### src/rtl/seg_led_pkg.sv
// Shared constants for the multiplexed 7-segment driver: active-low segment patterns,
// the digit decoder and the conversion FSM state type.
package seg_led_pkg;

    // Active-low g..a patterns, bit 0 = segment a
    localparam logic [6:0] SEG_0     = 7'h40;
    localparam logic [6:0] SEG_1     = 7'h79;
    localparam logic [6:0] SEG_2     = 7'h24;
    localparam logic [6:0] SEG_3     = 7'h30;
    localparam logic [6:0] SEG_4     = 7'h19;
    localparam logic [6:0] SEG_5     = 7'h12;
    localparam logic [6:0] SEG_6     = 7'h02;
    localparam logic [6:0] SEG_7     = 7'h78;
    localparam logic [6:0] SEG_8     = 7'h00;
    localparam logic [6:0] SEG_9     = 7'h10;
    localparam logic [6:0] SEG_BLANK = 7'h7F;

    localparam logic [7:0] SEG_OFF = 8'hFF;

    typedef enum logic [1:0] {
        StIdle,
        StShift,
        StDone
    } conv_state_t;

    function automatic logic [6:0] decode(input logic [3:0] nib);
        logic [6:0] pat;
        case (nib)
            4'd0:    pat = SEG_0;
            4'd1:    pat = SEG_1;
            4'd2:    pat = SEG_2;
            4'd3:    pat = SEG_3;
            4'd4:    pat = SEG_4;
            4'd5:    pat = SEG_5;
            4'd6:    pat = SEG_6;
            4'd7:    pat = SEG_7;
            4'd8:    pat = SEG_8;
            4'd9:    pat = SEG_9;
            default: pat = SEG_BLANK;
        endcase
        return pat;
    endfunction

endpackage

### src/rtl/bin2bcd_seq.sv
// Sequential double-dabble converter: one shift per cycle, busy from load until the
// result is handed over in the DONE cycle (o_done).
module bin2bcd_seq
    import seg_led_pkg::*;
#(
    parameter int unsigned NUM_DIG = 6,
    parameter int unsigned DATA_W  = 20,
    parameter int unsigned MAX_VAL = 999999
) (
    input  logic                 i_clk,
    input  logic                 i_rst_n,
    input  logic [DATA_W-1:0]    i_data,
    input  logic                 i_load,
    output logic                 o_busy,
    output logic                 o_done,
    output logic [NUM_DIG*4-1:0] o_bcd
);

    localparam int unsigned BCD_W = NUM_DIG * 4;
    localparam int unsigned CNT_W = (DATA_W > 1) ? $clog2(DATA_W) : 1;

    conv_state_t        r_state;
    conv_state_t        w_state_d;
    logic [DATA_W-1:0]  r_bin;
    logic [DATA_W-1:0]  w_bin_d;
    logic [BCD_W-1:0]   r_bcd;
    logic [BCD_W-1:0]   w_bcd_d;
    logic [BCD_W-1:0]   w_adj;
    logic [CNT_W-1:0]   r_cnt;
    logic [CNT_W-1:0]   w_cnt_d;

    always_comb begin
        w_adj = r_bcd;
        for (int i = 0; i < int'(NUM_DIG); i++) begin
            if (r_bcd[4*i +: 4] >= 4'd5) begin
                w_adj[4*i +: 4] = r_bcd[4*i +: 4] + 4'd3;
            end
        end
    end

    always_comb begin
        w_state_d = r_state;
        w_bin_d   = r_bin;
        w_bcd_d   = r_bcd;
        w_cnt_d   = r_cnt;
        case (r_state)
            StIdle: begin
                if (i_load) begin
                    w_bin_d   = (i_data > DATA_W'(MAX_VAL)) ? DATA_W'(MAX_VAL) : i_data;
                    w_bcd_d   = '0;
                    w_cnt_d   = '0;
                    w_state_d = StShift;
                end
            end
            StShift: begin
                {w_bcd_d, w_bin_d} = {w_adj, r_bin} << 1;
                w_cnt_d = r_cnt + CNT_W'(1);
                if (r_cnt == CNT_W'(DATA_W - 1)) begin
                    w_state_d = StDone;
                end
            end
            StDone:  w_state_d = StIdle;
            default: w_state_d = StIdle;
        endcase
    end

    always_ff @(posedge i_clk) begin
        if (!i_rst_n) begin
            r_state <= StIdle;
            r_bin   <= '0;
            r_bcd   <= '0;
            r_cnt   <= '0;
        end else begin
            r_state <= w_state_d;
            r_bin   <= w_bin_d;
            r_bcd   <= w_bcd_d;
            r_cnt   <= w_cnt_d;
        end
    end

    assign o_busy = (r_state != StIdle);
    assign o_done = (r_state == StDone);
    assign o_bcd  = r_bcd;

endmodule

### src/rtl/seg_led_dynamic.sv
// Multiplexed common-anode 7-segment driver with sequential BCD conversion.
// Define SEG_LED_ZERO_BLANK_EN to blank leading zero digits.
module seg_led_dynamic
    import seg_led_pkg::*;
#(
    parameter int unsigned NUM_DIG  = 6,
    parameter int unsigned DATA_W   = 20,
    parameter int unsigned SCAN_CNT = 50000,
    parameter int unsigned MAX_VAL  = 999999
) (
    input  logic               sys_clk,
    input  logic               sys_rst_n,
    input  logic [DATA_W-1:0]  data,
    input  logic               load,
    input  logic [NUM_DIG-1:0] point,
    input  logic               en,
    output logic               busy,
    output logic [NUM_DIG-1:0] sel,
    output logic [7:0]         seg_led
);

    localparam int unsigned BCD_W = NUM_DIG * 4;
    localparam int unsigned CNT_W = $clog2(SCAN_CNT);
    localparam int unsigned IDX_W = (NUM_DIG > 1) ? $clog2(NUM_DIG) : 1;

    logic [BCD_W-1:0]   w_bcd;
    logic               w_done;
    logic [BCD_W-1:0]   r_disp;
    logic [CNT_W-1:0]   r_scan_cnt;
    logic [IDX_W-1:0]   r_idx;
    logic [NUM_DIG-1:0] r_sel;
    logic [7:0]         r_seg;
    logic               w_last;
    logic [3:0]         w_nib;
    logic               w_dp;
    logic               w_blank_cur;

    bin2bcd_seq #(
        .NUM_DIG (NUM_DIG),
        .DATA_W  (DATA_W),
        .MAX_VAL (MAX_VAL)
    ) u_bin2bcd (
        .i_clk   (sys_clk),
        .i_rst_n (sys_rst_n),
        .i_data  (data),
        .i_load  (load),
        .o_busy  (busy),
        .o_done  (w_done),
        .o_bcd   (w_bcd)
    );

    always_comb begin
        w_nib = '0;
        w_dp  = 1'b0;
        for (int i = 0; i < int'(NUM_DIG); i++) begin
            if (r_idx == IDX_W'(i)) begin
                w_nib = r_disp[4*i +: 4];
                w_dp  = point[i];
            end
        end
    end

`ifdef SEG_LED_ZERO_BLANK_EN
    logic [NUM_DIG-1:0] w_blank;
    logic               w_nz_seen;

    // Walk from the top digit down; a digit is blank while nothing above or at it is nonzero
    always_comb begin
        w_blank   = '0;
        w_nz_seen = 1'b0;
        for (int i = int'(NUM_DIG) - 1; i >= 1; i--) begin
            w_nz_seen  = w_nz_seen | (r_disp[4*i +: 4] != 4'd0);
            w_blank[i] = ~w_nz_seen;
        end
        w_blank_cur = 1'b0;
        for (int i = 0; i < int'(NUM_DIG); i++) begin
            if (r_idx == IDX_W'(i)) begin
                w_blank_cur = w_blank[i];
            end
        end
    end
`else
    assign w_blank_cur = 1'b0;
`endif

    assign w_last = (r_scan_cnt == CNT_W'(SCAN_CNT - 1));

    always_ff @(posedge sys_clk) begin
        if (!sys_rst_n) begin
            r_disp     <= '0;
            r_scan_cnt <= '0;
            r_idx      <= '0;
            r_sel      <= '1;
            r_seg      <= SEG_OFF;
        end else begin
            if (w_done) begin
                r_disp <= w_bcd;
            end
            if (w_last) begin
                r_scan_cnt <= '0;
                r_idx      <= (r_idx == IDX_W'(NUM_DIG - 1)) ? '0 : r_idx + IDX_W'(1);
            end else begin
                r_scan_cnt <= r_scan_cnt + CNT_W'(1);
            end
            if (en) begin
                r_sel <= ~(NUM_DIG'(1) << r_idx);
                r_seg <= {~w_dp, w_blank_cur ? SEG_BLANK : decode(w_nib)};
            end else begin
                r_sel <= '1;
                r_seg <= SEG_OFF;
            end
        end
    end

    assign sel     = r_sel;
    assign seg_led = r_seg;

endmodule

### config.mk
export PLATFORM = sky130hd
export DESIGN_NAME = seg_led_dynamic
export DESIGN_NICKNAME = d
export VERILOG_FILES = /design/src/rtl/seg_led_pkg.sv /design/src/rtl/bin2bcd_seq.sv /design/src/rtl/seg_led_dynamic.sv
export SDC_FILE = /design/constraint.sdc
export NUM_CORES = 1
export LEC_CHECK = 0
export CORE_MARGIN = 4
export CORE_UTILIZATION = 40
export DETAILED_ROUTE_END_ITERATION = 10
export PLACE_DENSITY = 0.57
export SYNTH_ARGS = -nofsm -noshare
export SYNTH_HDL_FRONTEND = slang
export SYNTH_SLANG_ARGS = --single-unit
### constraint.sdc
create_clock -name sys_clk -period 2.3 [get_ports sys_clk]
set_input_delay 0.575 -clock sys_clk [delete_from_list [all_inputs] [get_ports sys_clk]]
set_output_delay 0.575 -clock sys_clk [all_outputs]
set_load 0.05 [all_outputs]
## Word-level counts from Yosys, hierarchy flattened

Memory sizes are Yosys's and may differ from the RTL's. A register that Yosys moved wholly into a read port is not among the register bits.
Index checks and enable logic that the tools add are counted.

| storage, ports and cells | value |
|---|---|
| bits in registers | 108 |
| ROM bits | 112 |
| word-level logic and storage cells | 79 |
| memories | 1 |

Memories:

| name | depth | width | rd ports | clocked after memory_dff | wr ports | line | RTL |
|---|---|---|---|---|---|---|---|
| (no name shown) | 16 | 7 | 1 | 1 | 0 | seg_led_pkg.sv:28 | `case (nib)` |

| operators by class | value |
|---|---|
| add/subtract/negate cells | 9 |
| $lt $le $gt $ge | 7 |
| eq/ne operators | 11 |
| shift operators | 1 |
| mux-type cells | 29 |
| bitwise gates (word level) | 3 |
| reduce and logical (&&, ||, !) cells | 9 |

Operator list:

| kind | count |
|---|---|
| one-hot mux 24 bit (2 select lines) | 1 |
| 2-to-1 mux 4 bit | 11 |
| 2-to-1 mux 20 bit | 2 |
| one-hot mux 20 bit (2 select lines) | 1 |
| >= comparator 4 x 3 -> 1 bit (second input constant) | 6 |
| 2-to-1 mux 24 bit | 1 |
| adder 4 x 2 -> 4 bit (second input constant) | 5 |
| greater-than comparator 20 bit (second input constant) | 1 |
| adder 16 x 1 -> 16 bit (second input constant) | 1 |
| == test 16 bit (second input constant) | 1 |
| one-hot mux 5 bit (2 select lines) | 1 |
| == test 3 x 2 -> 1 bit (second input constant) | 2 |
| == test 3 bit (second input constant) | 2 |
| 2-to-1 mux 1 bit | 6 |
| 2-to-1 mux 3 bit | 2 |
| inverter 6 bit | 1 |
| AND reduction 2 bit | 3 |
| << shifter 1 x 3 -> 6 bit (first input constant) | 1 |
| adder 5 x 1 -> 5 bit (second input constant) | 1 |
| == test 5 bit (second input constant) | 1 |
| 2-to-1 mux 5 bit | 1 |
| 2-to-1 mux 2 bit | 2 |
| one-hot mux 2 bit (2 select lines) | 1 |
| nonzero test 2 bit | 2 |
| other kinds (12) | 13 |

## Depth between registers and ports, before layout

| depth | value |
|---|---|
| depth in word-level cells | 8 |
| mapped depth | 13 |
| depth with buffers taken out | 10 |

## Cells and area by module

From an unflattened synthesis, not the netlist that was laid out.

| unflattened totals | value |
|---|---|
| cells, all modules | 587 |
| area total of the unflattened synthesis | 5221.3 sq um |

Modules (own cells, without submodules):

| module | times used | cells an instance | area an instance (sq um) | sequential area each (sq um) |
|---|---|---|---|---|
| bin2bcd_seq | 1 | 313 | 2623.8 | 1021.0 |
| seg_led_dynamic | 1 | 274 | 2597.5 | 1141.1 |

## Worst setup path after synthesis

Ideal clock, no wire load.

| timing path | value |
|---|---|
| kind | reg-to-reg |
| start point | register r_idx[0] |
| end point | register r_seg[3], in the netlist seg_led[3] |
| library setup time | 0.120 ns |
| arrival | 2.275 ns |
| slack | -0.095 ns |
| cell stages (with the launch flop) | 13 |
| buffers on the path | 3 |
| cell sequence | dfxtp_1 -> buf_6 -> buf_6 -> and2_1 -> ha_1 -> buf_2 -> or2_1 -> a221oi_2 -> a311oi_4 -> inv_1 -> ha_1 -> o21ai_0 -> a211o_1 |

| on the way | value |
|---|---|
| longest elaborated chain between the ends | 7 |
| elaborated cells on any way between the ends | 12 |
| those cells by class | 5 x eq/ne; 6 x mux; 1 x reduce/logical |

Ends and longest elaborated chain:

| element | line | RTL |
|---|---|---|
| start: declaration | seg_led_dynamic.sv:30 | `logic [IDX_W-1:0] r_idx;` |
| start signal: assignment | seg_led_dynamic.sv:101 | `r_idx <= (r_idx == IDX_W'(NUM_DIG - 1)) ? '0 : r_idx + IDX_W'(1);` |
| logical NOT 3 bit | seg_led_dynamic.sv:56 | `if (r_idx == IDX_W'(i)) begin` |
| 2-to-1 mux 4 bit (5 in a row) | seg_led_dynamic.sv:56 |  |
| 2-to-1 mux 4 bit (*) | seg_led_dynamic.sv:56 |  |
| end: declaration | seg_led_dynamic.sv:32 | `logic [7:0] r_seg;` |

Every way passes the cells marked *; elsewhere a longest branch is shown, timed or not.
A chain may end at the register's enable or synchronous reset.

## Worst setup path after layout

| timing path | value |
|---|---|
| start point | register r_idx[2] |
| end point | register r_seg[3], in the netlist seg_led[3] |

Same word-level chain as after synthesis.

==> reports/metrics.csv <==
stage;metric;value;unit
status;status;completed;
detailed_routing;Initial DRC Count;193;
detailed_routing;drt first pass iters;4;
place;Cells after DPL;796;
clocking;setup bufs post-CTS;0;
logic_synthesis;Syn Inst Count;599;
logic_synthesis;post-synth top area share;0.431;
global_routing;Global Route Usage Sum;0.158;
logic_synthesis;ys flop type;dfxtp_1;
logic_synthesis;top cell type by total area after synthesis;dfxtp_1;
power_and_ir_drop;PD cells;639;nW/µm²
clocking;Post-CTS Hold Buffers;0;
clocking;latest clock arrival within the worst-skew pair;360;ps
floorplan;die height;120;µm
global_routing;pin count of the biggest net entering global routing;40;
critical_path;CP Data Required Time;2540;ps
run;maxcap violations;0;
clocking;Root Driver;clkbuf_16;
final_layout;post-layout util;0.494;
clocking;TritonCTS clock tree;yes;
floorplan;total die area;14400;µm²
place;RD Place Congestion;0.755;
floorplan;die width;120;µm
timing;RSZ-0062 raised after global routing;no;
clocking;total CTS buffers;9;
detailed_routing;post-route ant nets;0;
logic_synthesis;Cell variety after synth;56;
min_path;Hold Path Class;reg2reg;
timing;Layout Skew;7.50;ps
global_routing;global-route wire length before repair;18900;µm
critical_path;Worst Setup End Kind;flop;
logic_synthesis;synthesized area;5010;µm²
global_routing;initial antenna violation count;0;
floorplan;core area;12200;µm²
final_layout;# nets final;685;
timing;final setup TNS;0;ps
global_routing;vias in the first global route;4111;
place;worst slack, placed;193;ps
detailed_routing;Vias per Instance;5.19;
final_layout;Fillers;1213;
timing;max-slew violation count;0;
final_layout;most common cell after layout, fill and taps aside;dfxtp_1;
floorplan;Placement Rows;40;
timing;final hold vios;0;
logic_synthesis;Yosys reg bits;108;
logic_synthesis;Syn Area/Cell;8.37;µm²
detailed_routing;DRC violation count after routing;0;
clocking;PostCTS Resize Cnt;0;
timing;Achievable Freq;474;MHz
place;half-perimeter wire length after placement;7620;µm
timing;final worst-path cycle share;0.917;
clocking;htree depth;3;
critical_path;kind of critical path;reg2reg;
logic_synthesis;top post-synthesis cells by area;dfxtp_1, a21oi_1, nand2_1;
logic_synthesis;net count after synthesis;645;
timing;normalized max-slew margin;0.635;
timing;Hold Slack;457;ps
clocking;Max Root-Sink Buffers;2;
final_layout;most frequent cells in the layout;dfxtp_1, a21oi_1, nand2_1, nor2_1, clkdlybuf4s50_1;
place;port bufs;44;
final_layout;# diodes;0;
critical_path;critical-path maximum fanout;7;
floorplan;Ports;45;
critical_path;CP Launch Type;flop;
detailed_routing;Routed WL;10800;µm
logic_synthesis;post-synthesis sequential area ratio;0.431;
timing;Final min period;2110;ps
power_and_ir_drop;Worst VDD drop;0.315;mV
detailed_routing;routed via count;4215;
clocking;CTS Sinks;108;
timing;Setup WS post-layout;190;ps
logic_synthesis;Async SR Flop Fraction;0;
global_routing;GRT overflow;0;
final_layout;Non-Filler Instances;812;
timing;final-report setup violation count;0;
timing;Worst-Margin Slew;543;ps
final_layout;layout cell share with drive strength beyond 1;0.0947;
floorplan;Initial Util;0.412;
logic_synthesis;EDFF count, synth;0;
critical_path;CP arrival;2350;ps
logic_synthesis;total number of yosys warnings;0;
power_and_ir_drop;leakage power total;2.11;nW
clocking;CTS clk-pin slew, worst paths;70;ps
final_layout;Area Overhead vs Synth;19.9;%
detailed_routing;WL per Instance;13.3;µm
where the power goes:
group / total (mW) / switching, mW / internal, mW
logic: 0.334 / 0.191 / 0.143
registers: 1.94 / 0.0241 / 1.91
clock network: 1.57 / 0.723 / 0.851
logic make-up (layout without fill, tap and decap cells):
| group | Yosys count | count (layout) | share of synthesized area |
|---|---|---|---|
| xor+xnor | 25 | 25 | 0.0437 |
| compound gates | 151 | 151 | 0.193 |
| simple gates | 226 | 226 | 0.212 |
| buf+inv | 59 | 104 | 0.0509 |
| flops | 108 | 108 | 0.431 |
| mux | 14 | 14 | 0.0294 |
| fa+ha+maj | 16 | 16 | 0.0399 |
per-layer routing:
layer	up-vias	GRT usage	wire length (µm)
met5	-	0	0
met4	0	0.0766	238
met3	15	0.0297	396
met2	79	0.257	5040
met1	1972	0.201	5160
li1	2149	-	-
final timing paths:
| path | start | end | slack [ps] | depth (start not counted) |
|---|---|---|---|---|
| worst max-delay path | r_idx[2]$_SDFFE_PN0P_ | seg_led[3]$_SDFF_PN1_ | 190 | 8 |
| worst min-delay path | r_disp[20]$_SDFFE_PN0N_ | r_disp[20]$_SDFFE_PN0N_ | 460 | 2 |
| worst max register to register | r_idx[2]$_SDFFE_PN0P_ | seg_led[3]$_SDFF_PN1_ | 190 | 8 |
| worst min register to register | r_disp[20]$_SDFFE_PN0N_ | r_disp[20]$_SDFFE_PN0N_ | 460 | 2 |
through the flow:
stage / area (µm²) / total power, mW
finish: 6010 / 3.84
global route: 6010 / 4.01
CTS: 6010 / 3.91
detailed placement: 5710 / 2.32
global placement: 5710 / 2.31
floorplan: 5040 / 2.17
sequential cells by signal, summed over array words and instances (netlist names):
| name | flops |
|---|---|
| seg_led | 8 |
| u_bin2bcd.o_bcd | 24 |
| r_scan_cnt | 16 |
| u_bin2bcd.r_cnt | 5 |
| r_disp | 24 |
| r_idx | 3 |
| sel | 6 |
| u_bin2bcd.r_state | 2 |
| u_bin2bcd.r_bin | 20 |
synthesized netlist by cell type (2+ instances only):
master     count
a221oi_2       3
a211o_1        3
a21oi_1       77
nor4bb_1       3
buf_4          2
buf_6          2
nand3_1       27
nor3_1        14
a22oi_1       17
and2_1         3
xor2_1        12
a21o_1         7
clkbuf_1      19
inv_1         22
buf_2          9
dfxtp_1      108
mux2_1         2
mux2_2         4
a221oi_1       2
nor2_1        65
a2bb2oi_1      5
o21bai_1       3
nand2b_1      10
or2_2          2
xnor2_1       13
a31oi_1        2
mux2i_1        8
nand4_1        4
nor2b_1        2
and3_1         5
nand2_1       75
o21ai_0       14
ha_1          16
o21ai_1        7
and4_1         2
nor3b_2        2
nand3b_1       5
buf_1          4
a311oi_2       2
critical path, cell delays in order (launching register included):
cell      delay [ps]
dfxtp_1          470
inv_1            130
ha_4             180
or2_4            260
a221oi_2         250
a311oi_4          80
buf_4            180
and4bb_1         190
a211o_1          260
layout make-up:
cell class	count	area, µm²	share of cell area
multi-input cells	432	2620	0.436
clock inverters	7	73.8	0.0123
repair buffers	65	633	0.105
clock buffers	9	225	0.0375
inverters	23	86.3	0.0144
flip-flops and latches	108	2160	0.360
well taps	168	210	0.0350
No activity file was read; power rests on OpenSTA's default activity.
